File: src/rtl/audio_pkg.sv
// -----------------------------------------------------------------------------
// audio_pkg
//   Shared types and helpers for the record-side audio capture path.
//   - capture_state_t : capture FSM state encoding
//   - CODEC_W/SAMPLE_W: codec sample width and mono output width
//   - mono_mix()      : L/R to mono mix (arithmetic mean, floor rounding)
// -----------------------------------------------------------------------------
package audio_pkg;

  localparam int CODEC_W   = 24;
  localparam int SAMPLE_W  = 16;

  // The upper SAMPLE_W bits of the CODEC_W+1 bit sum hold the mean,
  // scaled from codec width down to sample width.
  localparam int MIX_SHIFT = CODEC_W - SAMPLE_W + 1;

  typedef enum logic [2:0] {
    IDLE     = 3'd0,
    ARMED    = 3'd1,
    WAIT_RDY = 3'd2,
    READ     = 3'd3,
    WRITE    = 3'd4
  } capture_state_t;

  // Sign-extended sum cannot overflow, so the arithmetic shift gives the
  // mean truncated toward -inf with no saturation required.
  function automatic logic [SAMPLE_W-1:0] mono_mix(
    input logic [CODEC_W-1:0] left,
    input logic [CODEC_W-1:0] right
  );
    logic signed [CODEC_W:0] sum;
    sum = $signed({left[CODEC_W-1], left}) + $signed({right[CODEC_W-1], right});
    return SAMPLE_W'(sum >>> MIX_SHIFT);
  endfunction

endpackage

File: src/rtl/capture_addr_ctr.sv
// -----------------------------------------------------------------------------
// capture_addr_ctr
//   RAM write address counter with full flag for the capture path.
//   WRAP=0: counter stops at the last address and raises full.
//   WRAP=1: counter rolls over to 0; full never asserts.
// Ports
//   clk_i        : system clock
//   reset_i      : synchronous active-high reset
//   clear_i      : return address to 0 (new recording)
//   clear_full_i : drop the full flag (recording disabled)
//   incr_i       : a write was issued at addr_o this cycle
//   addr_o       : current write address
//   full_o       : last address written (WRAP=0 only)
// -----------------------------------------------------------------------------
module capture_addr_ctr #(
  parameter int unsigned ADDR_W = 15,
  parameter int unsigned WRAP   = 0
) (
  input  logic              clk_i,
  input  logic              reset_i,
  input  logic              clear_i,
  input  logic              clear_full_i,
  input  logic              incr_i,
  output logic [ADDR_W-1:0] addr_o,
  output logic              full_o
);

  localparam logic [ADDR_W-1:0] ADDR_LAST = '1;

  logic [ADDR_W-1:0] addr_q, addr_d;
  logic              full_q, full_d;

  always_comb begin
    addr_d = addr_q;
    full_d = full_q;
    if (clear_i) begin
      addr_d = '0;
    end else if (incr_i) begin
      if (addr_q != ADDR_LAST) begin
        addr_d = addr_q + 1'b1;
      end else if (WRAP != 0) begin
        addr_d = '0;
      end else begin
        full_d = 1'b1;
      end
    end
    // A start drop that coincides with the final write must still leave
    // the flag clear, otherwise the next recording would park forever.
    if (clear_full_i) begin
      full_d = 1'b0;
    end
  end

  always_ff @(posedge clk_i) begin
    if (reset_i) begin
      addr_q <= '0;
      full_q <= 1'b0;
    end else begin
      addr_q <= addr_d;
      full_q <= full_d;
    end
  end

  assign addr_o = addr_q;
  assign full_o = full_q;

endmodule

File: src/rtl/audio_capture_fsm.sv
// -----------------------------------------------------------------------------
// audio_capture_fsm
//   Pulls one L/R pair from the audio codec per sampling tick, mixes it to
//   signed 16-bit mono, writes it to message RAM and strobes the compressor.
// Parameters
//   ADDR_W   : RAM address width (depth 2**ADDR_W)
//   WRAP     : 0 stop when RAM full, 1 circular overwrite
//   READY_TO : clock cycles to wait for read_ready before dropping a sample
// Ports
//   clk_i, reset_i          : 50 MHz clock, synchronous active-high reset
//   sample_tick_i           : 1-cycle pulse per sample period
//   start_i, pause_i        : recording enable / hold levels
//   read_ready_i            : codec holds a fresh L/R pair
//   readdata_left_i/right_i : codec samples (signed, CODEC_W)
//   read_o                  : 1-cycle consume strobe to codec
//   ram_wraddress_o/data_o  : RAM write address / data
//   ram_wren_o              : RAM write enable
//   sample_out_o            : last mono sample, held
//   sample_valid_o          : 1-cycle strobe alongside ram_wren_o
//   full_o                  : RAM full (WRAP=0 only)
//   overrun_cnt_o           : saturating count of dropped samples
// -----------------------------------------------------------------------------
module audio_capture_fsm
  import audio_pkg::*;
#(
  parameter int unsigned ADDR_W   = 15,
  parameter int unsigned WRAP     = 0,
  parameter int unsigned READY_TO = 255
) (
  input  logic                clk_i,
  input  logic                reset_i,
  input  logic                sample_tick_i,
  input  logic                start_i,
  input  logic                pause_i,
  input  logic                read_ready_i,
  input  logic [CODEC_W-1:0]  readdata_left_i,
  input  logic [CODEC_W-1:0]  readdata_right_i,
  output logic                read_o,
  output logic [ADDR_W-1:0]   ram_wraddress_o,
  output logic [SAMPLE_W-1:0] ram_data_o,
  output logic                ram_wren_o,
  output logic [SAMPLE_W-1:0] sample_out_o,
  output logic                sample_valid_o,
  output logic                full_o,
  output logic [7:0]          overrun_cnt_o
);

  localparam int unsigned     WAIT_W    = (READY_TO > 1) ? $clog2(READY_TO) : 1;
  localparam logic [WAIT_W-1:0] WAIT_LAST = WAIT_W'(READY_TO - 1);

  capture_state_t      state_q, state_d;
  logic [WAIT_W-1:0]   wait_q, wait_d;
  logic [SAMPLE_W-1:0] sample_q, sample_d;
  logic [7:0]          overrun_q, overrun_d;
  logic                start_q;

  logic                addr_clr;
  logic                addr_inc;
  logic                full_clr;
  logic                full;
  logic [ADDR_W-1:0]   addr;
  logic                timeout;
  logic                busy;
  logic                tick_ovr;
  logic [9:0]          ovr_sum;

  assign full_clr = start_q & ~start_i;

  capture_addr_ctr #(
    .ADDR_W (ADDR_W),
    .WRAP   (WRAP)
  ) u_addr_ctr (
    .clk_i        (clk_i),
    .reset_i      (reset_i),
    .clear_i      (addr_clr),
    .clear_full_i (full_clr),
    .incr_i       (addr_inc),
    .addr_o       (addr),
    .full_o       (full)
  );

  always_comb begin
    state_d        = state_q;
    wait_d         = wait_q;
    sample_d       = sample_q;
    read_o         = 1'b0;
    ram_wren_o     = 1'b0;
    sample_valid_o = 1'b0;
    addr_clr       = 1'b0;
    addr_inc       = 1'b0;
    timeout        = 1'b0;

    case (state_q)
      IDLE: begin
        if (start_i) begin
          state_d  = ARMED;
          addr_clr = 1'b1;
        end
      end

      ARMED: begin
        if (!start_i) begin
          state_d = IDLE;
        end else if (sample_tick_i && !pause_i && !full) begin
          state_d = WAIT_RDY;
          wait_d  = '0;
        end
      end

      // Nothing has been consumed from the codec yet, so a start drop
      // here can abandon the sample without splitting a read/write pair.
      WAIT_RDY: begin
        if (!start_i) begin
          state_d = IDLE;
        end else if (read_ready_i) begin
          state_d = READ;
        end else if (wait_q == WAIT_LAST) begin
          state_d = ARMED;
          timeout = 1'b1;
        end else begin
          wait_d = wait_q + 1'b1;
        end
      end

      READ: begin
        read_o   = 1'b1;
        sample_d = mono_mix(readdata_left_i, readdata_right_i);
        state_d  = WRITE;
      end

      // Reset in this cycle must not leave a stray RAM write behind.
      WRITE: begin
        ram_wren_o     = ~reset_i;
        sample_valid_o = ~reset_i;
        addr_inc       = 1'b1;
        state_d        = start_i ? ARMED : IDLE;
      end

      default: begin
        state_d = IDLE;
      end
    endcase

    // A tick that lands while a sample is in flight is lost; a tick while
    // parked on a full RAM is expected and not counted.
    busy      = (state_q == WAIT_RDY) || (state_q == READ) || (state_q == WRITE);
    tick_ovr  = sample_tick_i && busy && !((WRAP == 0) && full);
    ovr_sum   = {2'b00, overrun_q} + {9'd0, timeout} + {9'd0, tick_ovr};
    overrun_d = (ovr_sum > 10'd255) ? 8'hFF : ovr_sum[7:0];
  end

  always_ff @(posedge clk_i) begin
    if (reset_i) begin
      state_q   <= IDLE;
      wait_q    <= '0;
      sample_q  <= '0;
      overrun_q <= '0;
      start_q   <= 1'b0;
    end else begin
      state_q   <= state_d;
      wait_q    <= wait_d;
      sample_q  <= sample_d;
      overrun_q <= overrun_d;
      start_q   <= start_i;
    end
  end

  assign ram_wraddress_o = addr;
  assign ram_data_o      = sample_q;
  assign sample_out_o    = sample_q;
  assign full_o          = full;
  assign overrun_cnt_o   = overrun_q;

endmodule
File: config.mk
export PLATFORM = sky130hd
export DESIGN_NAME = audio_capture_fsm
export DESIGN_NICKNAME = d
export VERILOG_FILES = /design/src/rtl/audio_pkg.sv /design/src/rtl/capture_addr_ctr.sv /design/src/rtl/audio_capture_fsm.sv
export SDC_FILE = /design/constraint.sdc
export NUM_CORES = 1
export LEC_CHECK = 0
export ABC_AREA = 1
export CORE_AREA = 2 2 101 103
export CTS_CLUSTER_DIAMETER = 40
export CTS_CLUSTER_SIZE = 10
export DETAILED_ROUTE_END_ITERATION = 8
export DIE_AREA = 0 0 103 105
export PLACE_DENSITY = 0.77
export SYNTH_ARGS = -nofsm -noshare
export SYNTH_HDL_FRONTEND = slang
export SYNTH_HIERARCHICAL = 1
export SYNTH_SLANG_ARGS = --single-unit
File: constraint.sdc
create_clock -name clk_i -period 2.4 [get_ports clk_i]
set_clock_uncertainty 0.2 [all_clocks]
set_input_delay 0.48 -clock clk_i [delete_from_list [all_inputs] [get_ports clk_i]]
set_output_delay 0.48 -clock clk_i [all_outputs]
set_load 0.01 [all_outputs]
==> flow_metrics.env <==
export IMPL_postSynthCellCount=698
export IMPL_cts_tree="yes"
export IMPL_fmax_mhz=422
export IMPL_drv_cap=0
export IMPL_cp_end_kind="register"
export IMPL_drt_iter0_drc=177
export IMPL_wl_met1_mm=4.76
export IMPL_via_per_inst=4.93
export IMPL_rsz0062_at_grt="yes"
export IMPL_grt_usage_pct=21.3
export IMPL_worst_slew_pin_slew_ns=0.545
export IMPL_drcViolationCount=0
export IMPL_synth_area_leaders="dfxtp_1 25%, nand2_1 18%, nor2_1 8.5%"
export IMPL_peakVddDrop_mv=0.278
export IMPL_met2_length_mm=5.94
export IMPL_synth_area_um2=4240
export IMPL_cts_sinks=52
export IMPL_antenna_found_initial=0
export IMPL_fin_crit_ns=2.37
export IMPL_grt_max_degree=32
export IMPL_hold_depth=2
export IMPL_cts_hold_buf=0
export IMPL_start_kind="register"
export IMPL_grt_pass1_wl_mm=19.0
export IMPL_dieHeight_um=105
export IMPL_crit_type="register to register"
export IMPL_met3_wirelength_um=461
export IMPL_top_layer_used="met4"
export IMPL_slew_headroom_pct=63.6
export IMPL_synth_common_cells="205 x nand2_1, 96 x nor2_1, 95 x inv_1"
export IMPL_ios=113
export IMPL_ctsRootBufferMaster="clkbuf_8"
export IMPL_synth_seq_cells=52
export IMPL_syn_avg_cell_area_um2=6.07
export IMPL_placed_cells=959
export IMPL_clkTransAtPathRegs_ns=0.09
export IMPL_initial_core_util_pct=44.0
export IMPL_ys_seq_area_share_pct=24.6
export IMPL_routed_wirelength_mm=11.4
export IMPL_core_area_um2=9640
export IMPL_hold_class="register to register"
export IMPL_final_area_um2=5880
export IMPL_clock_path_buffers=2
export IMPL_final_setup_viol_count=0
export IMPL_cp_data_required_time_ns=2.38
export IMPL_drive_above_1_share_pct=12.7
export IMPL_tns_ns=0
export IMPL_numCtsBuffers=5
export IMPL_portBuffers=112
export IMPL_slew_viol_final=0
export IMPL_placed_cell_area_um2=5660
export IMPL_dp_hpwl_mm=9.36
export IMPL_synth_top_area_share_pct=24.6
export IMPL_report_final_hold_viol_count=0
export IMPL_critPathArrivalTime_ns=2.35
export IMPL_wire_per_inst_um=11.8
export IMPL_status="complete, no violations"
export IMPL_yosysUniqueCellTypes=38
export IMPL_synth_edf_count=0
export IMPL_grt_pass1_vias=4568
export IMPL_synth_top_area_cell="dfxtp_1"
export IMPL_clock_latency_ns=0.30
export IMPL_layout_nets=918
export IMPL_reg2reg_depth=11
export IMPL_die_x_um=103
export IMPL_h_tree_depth=2
export IMPL_synthFlopType="dfxtp_1"
export IMPL_dr_pass1_iters=5
export IMPL_synthArstFlopShare_pct=0
export IMPL_leakage_nw=2.76
export IMPL_final_cell_count_no_fill=970
export IMPL_dieArea_um2=10800
export IMPL_fill_cells=926
export IMPL_antenna_cells=0
export IMPL_yosys_warnings=6
export IMPL_postRouteAntennaNets=0
export IMPL_p_per_area_nw_per_um2=486
export IMPL_fin_crit_sh_pct=98.7
export IMPL_synth_fp_nets=780
export IMPL_worstPathMaxFanout=2
export IMPL_area_growth_pct=38.7
export IMPL_vias=4784
export IMPL_synth_most_common_cell="nand2_1"
export IMPL_rows=36
export IMPL_gr_total_overflow=0
export IMPL_place_gp_congestion=0.906
## cells in the final DEF, fill, tap and decap left out, drive strengths merged, types with 2 or more instances in the layout
cell type,count
nand2,214
clkdlybuf4s50,108
nor2,106
inv,103
dfxtp,52
a21oi,50
nand3,48
buf,43
ha,27
o21ai,16
xor2,14
nand4,10
nor3,9
clkbuf,7
xnor2,6
a21o,4
nand3b,3
and2,3
o21bai,2
o211ai,2
dlymetal6s2s,2
dlygate4sd2,2
## where the power goes
part	internal, W	leakage [nW]	switching (W)	total [W]
Clock	0.000235	0.0445	0.000276	0.000511
Combinational	0.000583	2.29	0.000731	0.00131
Sequential	0.000951	0.424	0.0000808	0.00103
## final timing paths
check	startpoint	endpoint	slack, ns
max	wait_q[0]	overrun_cnt_o[7]	0.03
min reg2reg	u_addr_ctr/addr_o[14]	u_addr_ctr/addr_o[14]	0.30
max reg2reg	wait_q[0]	overrun_cnt_o[7]	0.03
min	u_addr_ctr/addr_o[14]	u_addr_ctr/addr_o[14]	0.30
## state kept, by name (all words and copies together) (netlist names)
signal             flops
overrun_cnt_o          8
u_addr_ctr/full_o      1
wait_q                 8
state_q                3
ram_data_o            16
u_addr_ctr/addr_o     15
start_q                1
## worst max-delay path, stage by stage (launching register included)
cell	delay, ns
dfxtp_4	0.36
inv_2	0.06
ha_2	0.16
nand4_1	0.22
nor3_4	0.21
fa_2	0.26
nand3_1	0.11
nand3b_1	0.24
nor2_1	0.13
nand2_1	0.10
nor3_2	0.14
a211oi_2	0.06
## final cells by class
class / instances / area, um2 / area share [%]
Clock inverter: 1 / 7.51 / 0.128
Sequential cell: 52 / 1050 / 17.9
Tap cell: 133 / 166 / 2.83
Inverter: 104 / 393 / 6.68
Clock buffer: 7 / 86.3 / 1.47
Timing Repair Buffer: 155 / 1450 / 24.6
Multi-Input combinational cell: 518 / 2730 / 46.4
## repair_timing
| action | in CTS | in global routing |
|---|---|---|
| gates cloned | 0 | 0 |
| buffers inserted | 2 | 1 |
| pin swaps | 5 | 7 |
| setup endpoints to repair | 10 | 10 |
| gates resized for setup | 18 | 13 |
## per-stage QoR
step	total power (W)	hold WS (ns)	utilization, %	setup WS [ns]
2_1_floorplan	0.00183	0.270	-	0.0679
3_3_place_gp	0.00228	0.266	58.7	-0.388
3_5_place_dp	0.00231	0.283	58.7	-0.575
4_1_cts	0.00285	0.299	60.5	0.00892
5_1_grt	0.00306	0.316	61.0	-0.0923
6_report	0.00286	0.296	61.0	0.0313
## metal layers
metal,track usage (%),up-vias
met5,0,-
met4,7.71,0
met2,39.9,126
met3,2.34,24
li1,-,2454
met1,24.0,2180
## kinds of logic (layout without fill, tap and decap cells)
group,count (synthesis),after routing,share of synthesized area (%)
xor+xnor,20,20,4.13
fa+ha+maj,28,28,8.44
compound gates,76,76,10.1
simple gates,394,394,39.6
buf+inv,128,267,13.2
flops,52,52,24.6
Power figures use the tool's default switching activity.
